===== config.mk =====
export PLATFORM = sky130hd
export DESIGN_NAME = ysyx_22040125_if_fetch_flat
export DESIGN_NICKNAME = d
export VERILOG_FILES = /design/src/rtl/ysyx_22040125_pkg.sv /design/src/rtl/ysyx_22040125_if_fetch_if.sv /design/src/rtl/ysyx_22040125_if_next_pc.sv /design/src/rtl/ysyx_22040125_if_fetch.sv /design/src/flat_wrapper.sv
export SDC_FILE = /design/constraint.sdc
export NUM_CORES = 1
export LEC_CHECK = 0
export ABC_AREA = 1
export CORE_MARGIN = 3
export CORE_UTILIZATION = 40
export DETAILED_ROUTE_END_ITERATION = 7
export PLACE_DENSITY = 0.8
export SYNTH_ARGS = -nofsm -noshare
export SYNTH_HDL_FRONTEND = slang
export SYNTH_SLANG_ARGS = --single-unit
export TNS_END_PERCENT = 30

===== constraint.sdc =====
create_clock -name clk -period 11.45 [get_ports clk]
set_input_delay 3.435 -clock clk [delete_from_list [all_inputs] [get_ports clk]]
set_output_delay 3.435 -clock clk [all_outputs]
set_load 0.1 [all_outputs]

===== src/rtl/ysyx_22040125_pkg.sv =====
// Shared definitions for the ysyx_22040125 fetch front end:
// pc_sel encodings, fetch FSM states and reset defaults.
package ysyx_22040125_pkg;

    localparam logic [2:0] PC_SEL_SEQ  = 3'b000;
    localparam logic [2:0] PC_SEL_JAL  = 3'b001;
    localparam logic [2:0] PC_SEL_BR   = 3'b010;
    localparam logic [2:0] PC_SEL_JALR = 3'b011;
    localparam logic [2:0] PC_SEL_TRAP = 3'b100;

    localparam logic [63:0] RESET_PC_DEF = 64'h0000_0000_8000_0000;
    localparam logic [31:0] NOP_INST_DEF = 32'h0000_0013;

    typedef enum logic [1:0] {
        S_IDLE,
        S_REQ,
        S_WAIT,
        S_HOLD
    } fetch_state_e;

endpackage


===== src/rtl/ysyx_22040125_if_fetch_if.sv =====
// Single-outstanding instruction memory port (req/gnt/rvalid).
// The fetch stage is the master, the instruction memory the slave.
interface ysyx_22040125_if_fetch_if;

    logic        req;
    logic [63:0] addr;
    logic        gnt;
    logic        rvalid;
    logic [31:0] rdata;

    modport master (
        output req,
        output addr,
        input  gnt,
        input  rvalid,
        input  rdata
    );

    modport slave (
        input  req,
        input  addr,
        output gnt,
        output rvalid,
        output rdata
    );

endinterface


===== src/rtl/ysyx_22040125_if_next_pc.sv =====
// Next-PC target mux and redirect decode driven by the ID-stage pc_sel.
// Unused encodings (101-111) behave as sequential fetch.
module ysyx_22040125_if_next_pc
    import ysyx_22040125_pkg::*;
(
    input  logic [2:0]  pc_sel,
    input  logic [63:0] cpu_dnpc_in1,
    input  logic [63:0] cpu_dnpc_in2,
    input  logic [63:0] csr_dnpc,
    output logic        redirect,
    output logic [63:0] target
);

    always_comb begin
        redirect = 1'b1;
        target   = cpu_dnpc_in1;
        case (pc_sel)
            PC_SEL_JAL,
            PC_SEL_BR:   target = cpu_dnpc_in1;
            PC_SEL_JALR: target = cpu_dnpc_in2;
            PC_SEL_TRAP: target = csr_dnpc;
            default:     redirect = 1'b0;
        endcase
    end

endmodule


===== src/rtl/ysyx_22040125_if_fetch.sv =====
// IF stage: owns the fetch PC, issues one outstanding imem request at a time,
// buffers a response while ID stalls and drives the IF/ID register.
module ysyx_22040125_if_fetch
    import ysyx_22040125_pkg::*;
#(
    parameter logic [63:0] RESET_PC = RESET_PC_DEF,
    parameter logic [31:0] NOP_INST = NOP_INST_DEF
) (
    input  logic                          clk,
    input  logic                          rst,
    input  logic [2:0]                    pc_sel,
    input  logic [63:0]                   cpu_dnpc_in1,
    input  logic [63:0]                   cpu_dnpc_in2,
    input  logic [63:0]                   csr_dnpc,
    input  logic                          id_stall,
    ysyx_22040125_if_fetch_if.master      imem,
    output logic [63:0]                   if_reg_pc,
    output logic [31:0]                   if_reg_inst,
    output logic                          if_reg_valid
);

    fetch_state_e state, state_n;
    logic [63:0]  fetch_pc;
    logic [63:0]  req_pc;
    logic         drop, drop_n;
    logic         buf_valid, buf_valid_n;
    logic [31:0]  buf_inst;
    logic         buf_load;
    logic         deliver;
    logic [31:0]  deliver_inst;
    logic         redirect;
    logic [63:0]  target;
    logic         granted;

    ysyx_22040125_if_next_pc u_next_pc (
        .pc_sel       (pc_sel),
        .cpu_dnpc_in1 (cpu_dnpc_in1),
        .cpu_dnpc_in2 (cpu_dnpc_in2),
        .csr_dnpc     (csr_dnpc),
        .redirect     (redirect),
        .target       (target)
    );

    assign imem.req  = (state == S_REQ);
    assign imem.addr = fetch_pc;
    assign granted   = (state == S_REQ) && imem.gnt;

    always_comb begin
        state_n      = state;
        drop_n       = drop;
        buf_valid_n  = buf_valid;
        buf_load     = 1'b0;
        deliver      = 1'b0;
        deliver_inst = imem.rdata;
        case (state)
            S_IDLE: state_n = S_REQ;
            S_REQ: begin
                // A request granted alongside a redirect is already stale.
                if (imem.gnt) begin
                    state_n = S_WAIT;
                    drop_n  = redirect;
                end
            end
            S_WAIT: begin
                if (imem.rvalid) begin
                    state_n = S_REQ;
                    drop_n  = 1'b0;
                    if (!redirect && !drop) begin
                        if (!id_stall) begin
                            deliver = 1'b1;
                        end else begin
                            buf_load    = 1'b1;
                            buf_valid_n = 1'b1;
                            state_n     = S_HOLD;
                        end
                    end
                end else if (redirect) begin
                    drop_n = 1'b1;
                end
            end
            S_HOLD: begin
                if (redirect) begin
                    state_n = S_REQ;
                end else if (!id_stall) begin
                    deliver      = 1'b1;
                    deliver_inst = buf_inst;
                    buf_valid_n  = 1'b0;
                    state_n      = S_REQ;
                end
            end
            default: state_n = S_IDLE;
        endcase
        if (redirect) begin
            buf_valid_n = 1'b0;
        end
    end

    always_ff @(posedge clk or posedge rst) begin
        if (rst) begin
            state     <= S_IDLE;
            drop      <= 1'b0;
            buf_valid <= 1'b0;
            fetch_pc  <= RESET_PC;
        end else begin
            state     <= state_n;
            drop      <= drop_n;
            buf_valid <= buf_valid_n;
            if (redirect) begin
                fetch_pc <= target;
            end else if (granted) begin
                fetch_pc <= fetch_pc + 64'd4;
            end
        end
    end

    // req_pc stays valid until the next grant, which cannot happen before the
    // buffered instruction leaves S_HOLD, so it also serves as the buffer pc.
    always_ff @(posedge clk) begin
        if (granted) begin
            req_pc <= fetch_pc;
        end
        if (buf_load) begin
            buf_inst <= imem.rdata;
        end
    end

    always_ff @(posedge clk or posedge rst) begin
        if (rst) begin
            if_reg_pc    <= 64'd0;
            if_reg_inst  <= NOP_INST;
            if_reg_valid <= 1'b0;
        end else if (redirect) begin
            if_reg_inst  <= NOP_INST;
            if_reg_valid <= 1'b0;
        end else if (!id_stall) begin
            if (deliver) begin
                if_reg_pc    <= req_pc;
                if_reg_inst  <= deliver_inst;
                if_reg_valid <= 1'b1;
            end else begin
                if_reg_inst  <= NOP_INST;
                if_reg_valid <= 1'b0;
            end
        end
    end

endmodule


===== src/flat_wrapper.sv =====
// flat-port wrapper written by rule: the top's interface ports become plain ports
module ysyx_22040125_if_fetch_flat import ysyx_22040125_pkg::*;
#(
    parameter logic [63:0] RESET_PC = RESET_PC_DEF,
    parameter logic [31:0] NOP_INST = NOP_INST_DEF
)
  (clk, rst, pc_sel, cpu_dnpc_in1, cpu_dnpc_in2, csr_dnpc, id_stall, if_reg_pc, if_reg_inst, if_reg_valid, imem_req, imem_addr, imem_gnt, imem_rvalid, imem_rdata);
  ysyx_22040125_if_fetch_if imem_i ();
  input  logic clk;
  input  logic rst;
  input  logic [2:0] pc_sel;
  input  logic [63:0] cpu_dnpc_in1;
  input  logic [63:0] cpu_dnpc_in2;
  input  logic [63:0] csr_dnpc;
  input  logic id_stall;
  output logic [63:0] if_reg_pc;
  output logic [31:0] if_reg_inst;
  output logic if_reg_valid;
  output wire logic [$bits(imem_i.req)-1:0] imem_req;
  output wire logic [$bits(imem_i.addr)-1:0] imem_addr;
  input wire logic [$bits(imem_i.gnt)-1:0] imem_gnt;
  input wire logic [$bits(imem_i.rvalid)-1:0] imem_rvalid;
  input wire logic [$bits(imem_i.rdata)-1:0] imem_rdata;
  assign imem_req = imem_i.req;
  assign imem_addr = imem_i.addr;
  assign imem_i.gnt = imem_gnt;
  assign imem_i.rvalid = imem_rvalid;
  assign imem_i.rdata = imem_rdata;
  ysyx_22040125_if_fetch #(.RESET_PC(RESET_PC), .NOP_INST(NOP_INST)) u_core (.clk(clk), .rst(rst), .pc_sel(pc_sel), .cpu_dnpc_in1(cpu_dnpc_in1), .cpu_dnpc_in2(cpu_dnpc_in2), .csr_dnpc(csr_dnpc), .id_stall(id_stall), .imem(imem_i), .if_reg_pc(if_reg_pc), .if_reg_inst(if_reg_inst), .if_reg_valid(if_reg_valid));
endmodule

==> metrics.txt <==
# TYPE chip_impl_metric gauge
chip_impl_info{name="run_status",value="complete, no violations"} 1
chip_impl_metric{name="arrival_worst_endpoint",unit="ns"} 6.93
chip_impl_metric{name="post_cts_buffers",unit=""} 0
chip_impl_metric{name="synth.top_cell.area_share",unit="%"} 30.7
chip_impl_metric{name="grt_start_max_net_pins",unit=""} 89
chip_impl_metric{name="synthesis.yosys.warnings",unit=""} 0
chip_impl_metric{name="antenna_violations_before_repair",unit=""} 0
chip_impl_metric{name="reg2reg_slack",unit="ns"} 7.50
chip_impl_metric{name="dr.pass1.iters",unit=""} 6
chip_impl_metric{name="detail_route.iter0.violations",unit=""} 1265
chip_impl_metric{name="cell_internal_pwr",unit="W"} 0.00236
chip_impl_info{name="commonest_cells_after_routing_fill_and_taps_aside",value="647 x nand2_1, 393 x clkdlybuf4s50_1, 226 x nor2_1, 160 x dfrtp_1, 96 x edfxtp_1"} 1
chip_impl_metric{name="io_buffers",unit=""} 393
chip_impl_metric{name="mappedNetlistArea",unit="µm²"} 13000
chip_impl_metric{name="hold_ws",unit="ns"} 0.441
chip_impl_metric{name="max-cap-violations",unit=""} 0
chip_impl_metric{name="syn-mean-instance-area",unit="µm²"} 7.96
chip_impl_metric{name="finalCriticalPeriod",unit="ns"} 6.52
chip_impl_metric{name="core_area",unit="µm²"} 31900
chip_impl_metric{name="die_width",unit="µm"} 187
chip_impl_info{name="critPathCapture",value="u_core.imem.addr[32]$_DFFE_PP0P_"} 1
chip_impl_metric{name="post_cts.resized_instances",unit=""} 0
chip_impl_metric{name="number_of_clock_sinks_seen_by_cts",unit=""} 260
chip_impl_metric{name="ioPinCount",unit=""} 394
chip_impl_info{name="reg2reg_to",value="u_core.if_reg_pc[51]$_DFFE_PP0P_"} 1
chip_impl_metric{name="synthCells",unit=""} 1639
chip_impl_metric{name="synthesis.nets",unit=""} 1876
chip_impl_metric{name="worstPathBufferInverterCount",unit=""} 5
chip_impl_metric{name="finalSetupTns",unit="ns"} 0
chip_impl_metric{name="post_drt_wl_per_cell",unit="µm"} 19.9
chip_impl_metric{name="placementRows",unit=""} 65
chip_impl_metric{name="gp_routability_congestion",unit=""} 0.945
chip_impl_info{name="timing.critical_path.to_type",value="flop"} 1
chip_impl_metric{name="cts_hold_buffers",unit=""} 0
chip_impl_metric{name="switching_power",unit="W"} 0.00270
chip_impl_info{name="clk_root_buffer_cell",value="clkbuf_16"} 1
chip_impl_metric{name="ctsLongestPathBuffers",unit=""} 3
chip_impl_metric{name="nets",unit=""} 2237
chip_impl_metric{name="clock-skew-final",unit="ns"} 0.0177
chip_impl_metric{name="final-hold-violation-count",unit=""} 0
chip_impl_info{name="layout_commonest_cell",value="nand2_1"} 1
chip_impl_info{name="worst_setup_path_start_kind",value="input pin"} 1
chip_impl_metric{name="ant_diodes",unit=""} 0
chip_impl_metric{name="setup_viol_count_final",unit=""} 0
chip_impl_metric{name="leakage",unit="nW"} 7.58
chip_impl_metric{name="antenna_violating_nets_post_route",unit=""} 0
chip_impl_metric{name="synth.distinct_cells",unit=""} 42
chip_impl_metric{name="detailroute.via_count",unit=""} 12859
chip_impl_info{name="clock_tree_from_tritoncts",value="built"} 1
chip_impl_info{name="unrepaired_setup_endpoints_after_global_routing",value="no"} 1
chip_impl_metric{name="grt_use_total",unit="%"} 27.2
chip_impl_metric{name="die-height",unit="µm"} 187
chip_impl_info{name="crit-reg2reg-launch",value="u_core.state[0]$_DFFE_PP0P_"} 1
chip_impl_metric{name="final_layout_size_suffix_gt1_share",unit="%"} 3.86
chip_impl_metric{name="ys_ff_latch",unit=""} 260
chip_impl_metric{name="worst_ir_drop_vdd",unit="V"} 0.000164
chip_impl_info{name="min_path_type",value="flop to flop"} 1
chip_impl_metric{name="gr-total-overflow",unit=""} 0
chip_impl_metric{name="critical_path_depth",unit=""} 12
chip_impl_metric{name="dp.final_hpwl",unit="µm"} 35900
chip_impl_metric{name="switching_share",unit="%"} 53.4
chip_impl_info{name="timing.critical_path.from",value="pc_sel[1]"} 1
chip_impl_metric{name="first_global_vias",unit=""} 12413
chip_impl_metric{name="maxSlewHeadroom",unit="%"} 11.0
chip_impl_metric{name="clkLatencyLatePin",unit="ns"} 0.54
chip_impl_metric{name="wirelength",unit="µm"} 48900
chip_impl_metric{name="max_slew.worst_pin.slew",unit="ns"} 1.33
chip_impl_info{name="cp_slowest_cell",value="nor2_4"} 1
chip_impl_info{name="path_delay_family",value="buffers and inverters"} 1
chip_impl_info{name="synth_area_leaders",value="dfrtp_1 31%, edfxtp_1 22%, nand2_1 19%"} 1
chip_impl_metric{name="p_clk_share",unit="%"} 17.5
chip_impl_metric{name="cts.reportedPaths.clkPinSlew",unit="ns"} 0.06
chip_impl_metric{name="p_seq_share",unit="%"} 31.0
chip_impl_metric{name="avgViaCountPerCell",unit=""} 5.24
chip_impl_metric{name="fp.dieArea",unit="µm²"} 34800
chip_impl_metric{name="fillers",unit=""} 2845
chip_impl_metric{name="worst-endpoint-required",unit="ns"} 11.86
chip_impl_metric{name="post-route-period-util",unit="%"} 57.0
chip_impl_metric{name="ctsHtreeMaxLevel",unit=""} 1
chip_impl_info{name="timing.setup.critical_path_class",value="input pin to flop"} 1
chip_impl_metric{name="detail_route.drc_violations",unit=""} 0
chip_impl_metric{name="finalMaxSlewViolations",unit=""} 0
chip_impl_metric{name="timing.fmax",unit="MHz"} 153
chip_impl_metric{name="comb_power_share",unit="%"} 51.5
chip_impl_info{name="crit_path_frequent_cell",value="nor2_4"} 1
chip_impl_metric{name="power_density",unit="nW/µm²"} 278
chip_impl_metric{name="area_growth_syn_to_layout",unit="%"} 39.4
chip_impl_metric{name="floorplan.initialDensity",unit="%"} 40.9
chip_impl_metric{name="maximum_fanout_count_along_the_critical_path",unit=""} 65
chip_impl_metric{name="cts_buffers",unit=""} 27
chip_impl_info{name="path_cells",value="clkdlybuf4s50_1 > inv_1 > nand2_1 > nor2_4 > buf_4 > nor2_4 > nand2_4 > nor2_4 > inv_2 > o21ai_1 > o21bai_1 > inv_1"} 1
chip_impl_metric{name="wire_length_of_the_first_global_routing_pass",unit="µm"} 74500
chip_impl_metric{name="critical-path-max-stage-delay",unit="ns"} 0.69
chip_impl_metric{name="rr_worst_depth",unit=""} 8
chip_impl_metric{name="synth-seq-area-share",unit="%"} 53.6
chip_impl_info{name="synth_largest_area_cell",value="dfrtp_1"} 1
## cell families (layout without fill, tap and decap cells)
family / after synthesis / in the layout / share of synthesized area (%)
flip-flops: 260 / 260 / 53.6
buffers and inverters: 164 / 545 / 5.24
AND/OR/NAND/NOR: 1014 / 1014 / 31.1
AO/OA/AOI/OAI: 181 / 181 / 8.52
adder cells (fa/ha/maj): 5 / 5 / 0.480
XOR/XNOR: 15 / 15 / 1.01
## final cells by class
class	count	area [µm²]	area share (%)
Clock inverter	11	138	0.757
Clock buffer	38	737	4.05
Multi-Input combinational cell	1215	5400	29.7
Sequential cell	260	6990	38.4
Tap cell	435	544	2.99
Inverter	92	355	1.95
Timing Repair Buffer	404	4020	22.1
## power groups by stage
stage          sequential, W  combinational (W)  clock, W
2_1_floorplan        0.00285           0.000535         0
3_3_place_gp         0.00157            0.00258         0
3_5_place_dp         0.00158            0.00260         0
4_1_cts              0.00156            0.00261  0.000892
5_1_grt              0.00160            0.00272  0.000933
6_report             0.00157            0.00261  0.000884
## tightest hold or removal path, cell delays in order (launching register included)
cell	delay, ns
edfxtp_1	0.32
nand2_1	0.05
nand2_1	0.05
## registers in the layout (all words and copies together) (netlist names)
register	count
u_core.if_reg_pc	64
u_core.imem.addr	64
u_core.state	2
u_core.req_pc	64
u_core.buf_inst	32
u_core.if_reg_inst	32
u_core.if_reg_valid	1
u_core.drop	1
## Yosys cell counts (all sizes together)
| cell type | instances |
|---|---|
| nand2 | 648 |
| nor2 | 238 |
| dfrtp | 160 |
| edfxtp | 96 |
| inv | 92 |
| nand3 | 86 |
| a21oi | 66 |
| buf | 48 |
| o21ai | 38 |
| nand4 | 32 |
| o31ai | 30 |
| clkbuf | 24 |
| xnor2 | 11 |
| a31o | 9 |
| o211ai | 9 |
| o21bai | 9 |
| a211oi | 5 |
| ha | 5 |
| nor3 | 5 |
| dfstp | 4 |
| nand3b | 4 |
| xor2 | 4 |
| a22oi | 3 |
| a31oi | 3 |
| a221oi | 2 |
| a22o | 2 |
| o22ai | 2 |
| a21boi | 1 |
| and3 | 1 |
| o2111ai | 1 |
| o311ai | 1 |
## worst min path at each step
stage / from / end / slack (ns) / cells after the start
floorplan: u_core.req_pc[0]$_DFFE_PP_ / u_core.if_reg_pc[0]$_DFFE_PP0P_ / 0.43 / 2
global placement: u_core.req_pc[52]$_DFFE_PP_ / u_core.if_reg_pc[52]$_DFFE_PP0P_ / 0.43 / 2
detailed placement: u_core.req_pc[25]$_DFFE_PP_ / u_core.if_reg_pc[25]$_DFFE_PP0P_ / 0.43 / 2
CTS: u_core.req_pc[46]$_DFFE_PP_ / u_core.if_reg_pc[46]$_DFFE_PP0P_ / 0.44 / 2
global route: u_core.req_pc[40]$_DFFE_PP_ / u_core.if_reg_pc[40]$_DFFE_PP0P_ / 0.46 / 2
finish: u_core.req_pc[22]$_DFFE_PP_ / u_core.if_reg_pc[22]$_DFFE_PP0P_ / 0.44 / 2
## metrics by stage
step / instance area [µm²] / instances / power, W / worst slack (ns) / utilization (%)
2_1_floorplan: 13000 / 1639 / 0.00338 / 3.59 / -
3_3_place_gp: 17300 / 2405 / 0.00415 / 4.27 / 54.3
3_5_place_dp: 17300 / 2405 / 0.00418 / 4.11 / 54.3
4_1_cts: 18200 / 2454 / 0.00506 / 4.68 / 57.0
5_1_grt: 18200 / 2455 / 0.00525 / 4.62 / 57.0
6_report: 18200 / 2455 / 0.00506 / 4.93 / 57.0
## layer usage
layer / GRT usage, % / up-vias / share of wire, % / wire, µm
met5: 0 / - / 0 / 0
met4: 5.06 / 0 / 1.7 / 827
met3: 5.28 / 60 / 8.5 / 4150
met2: 46.2 / 632 / 48 / 23400
met1: 36.6 / 6101 / 42 / 20500
li1: - / 6066 / - / -
(Power assumes the default switching activity.)
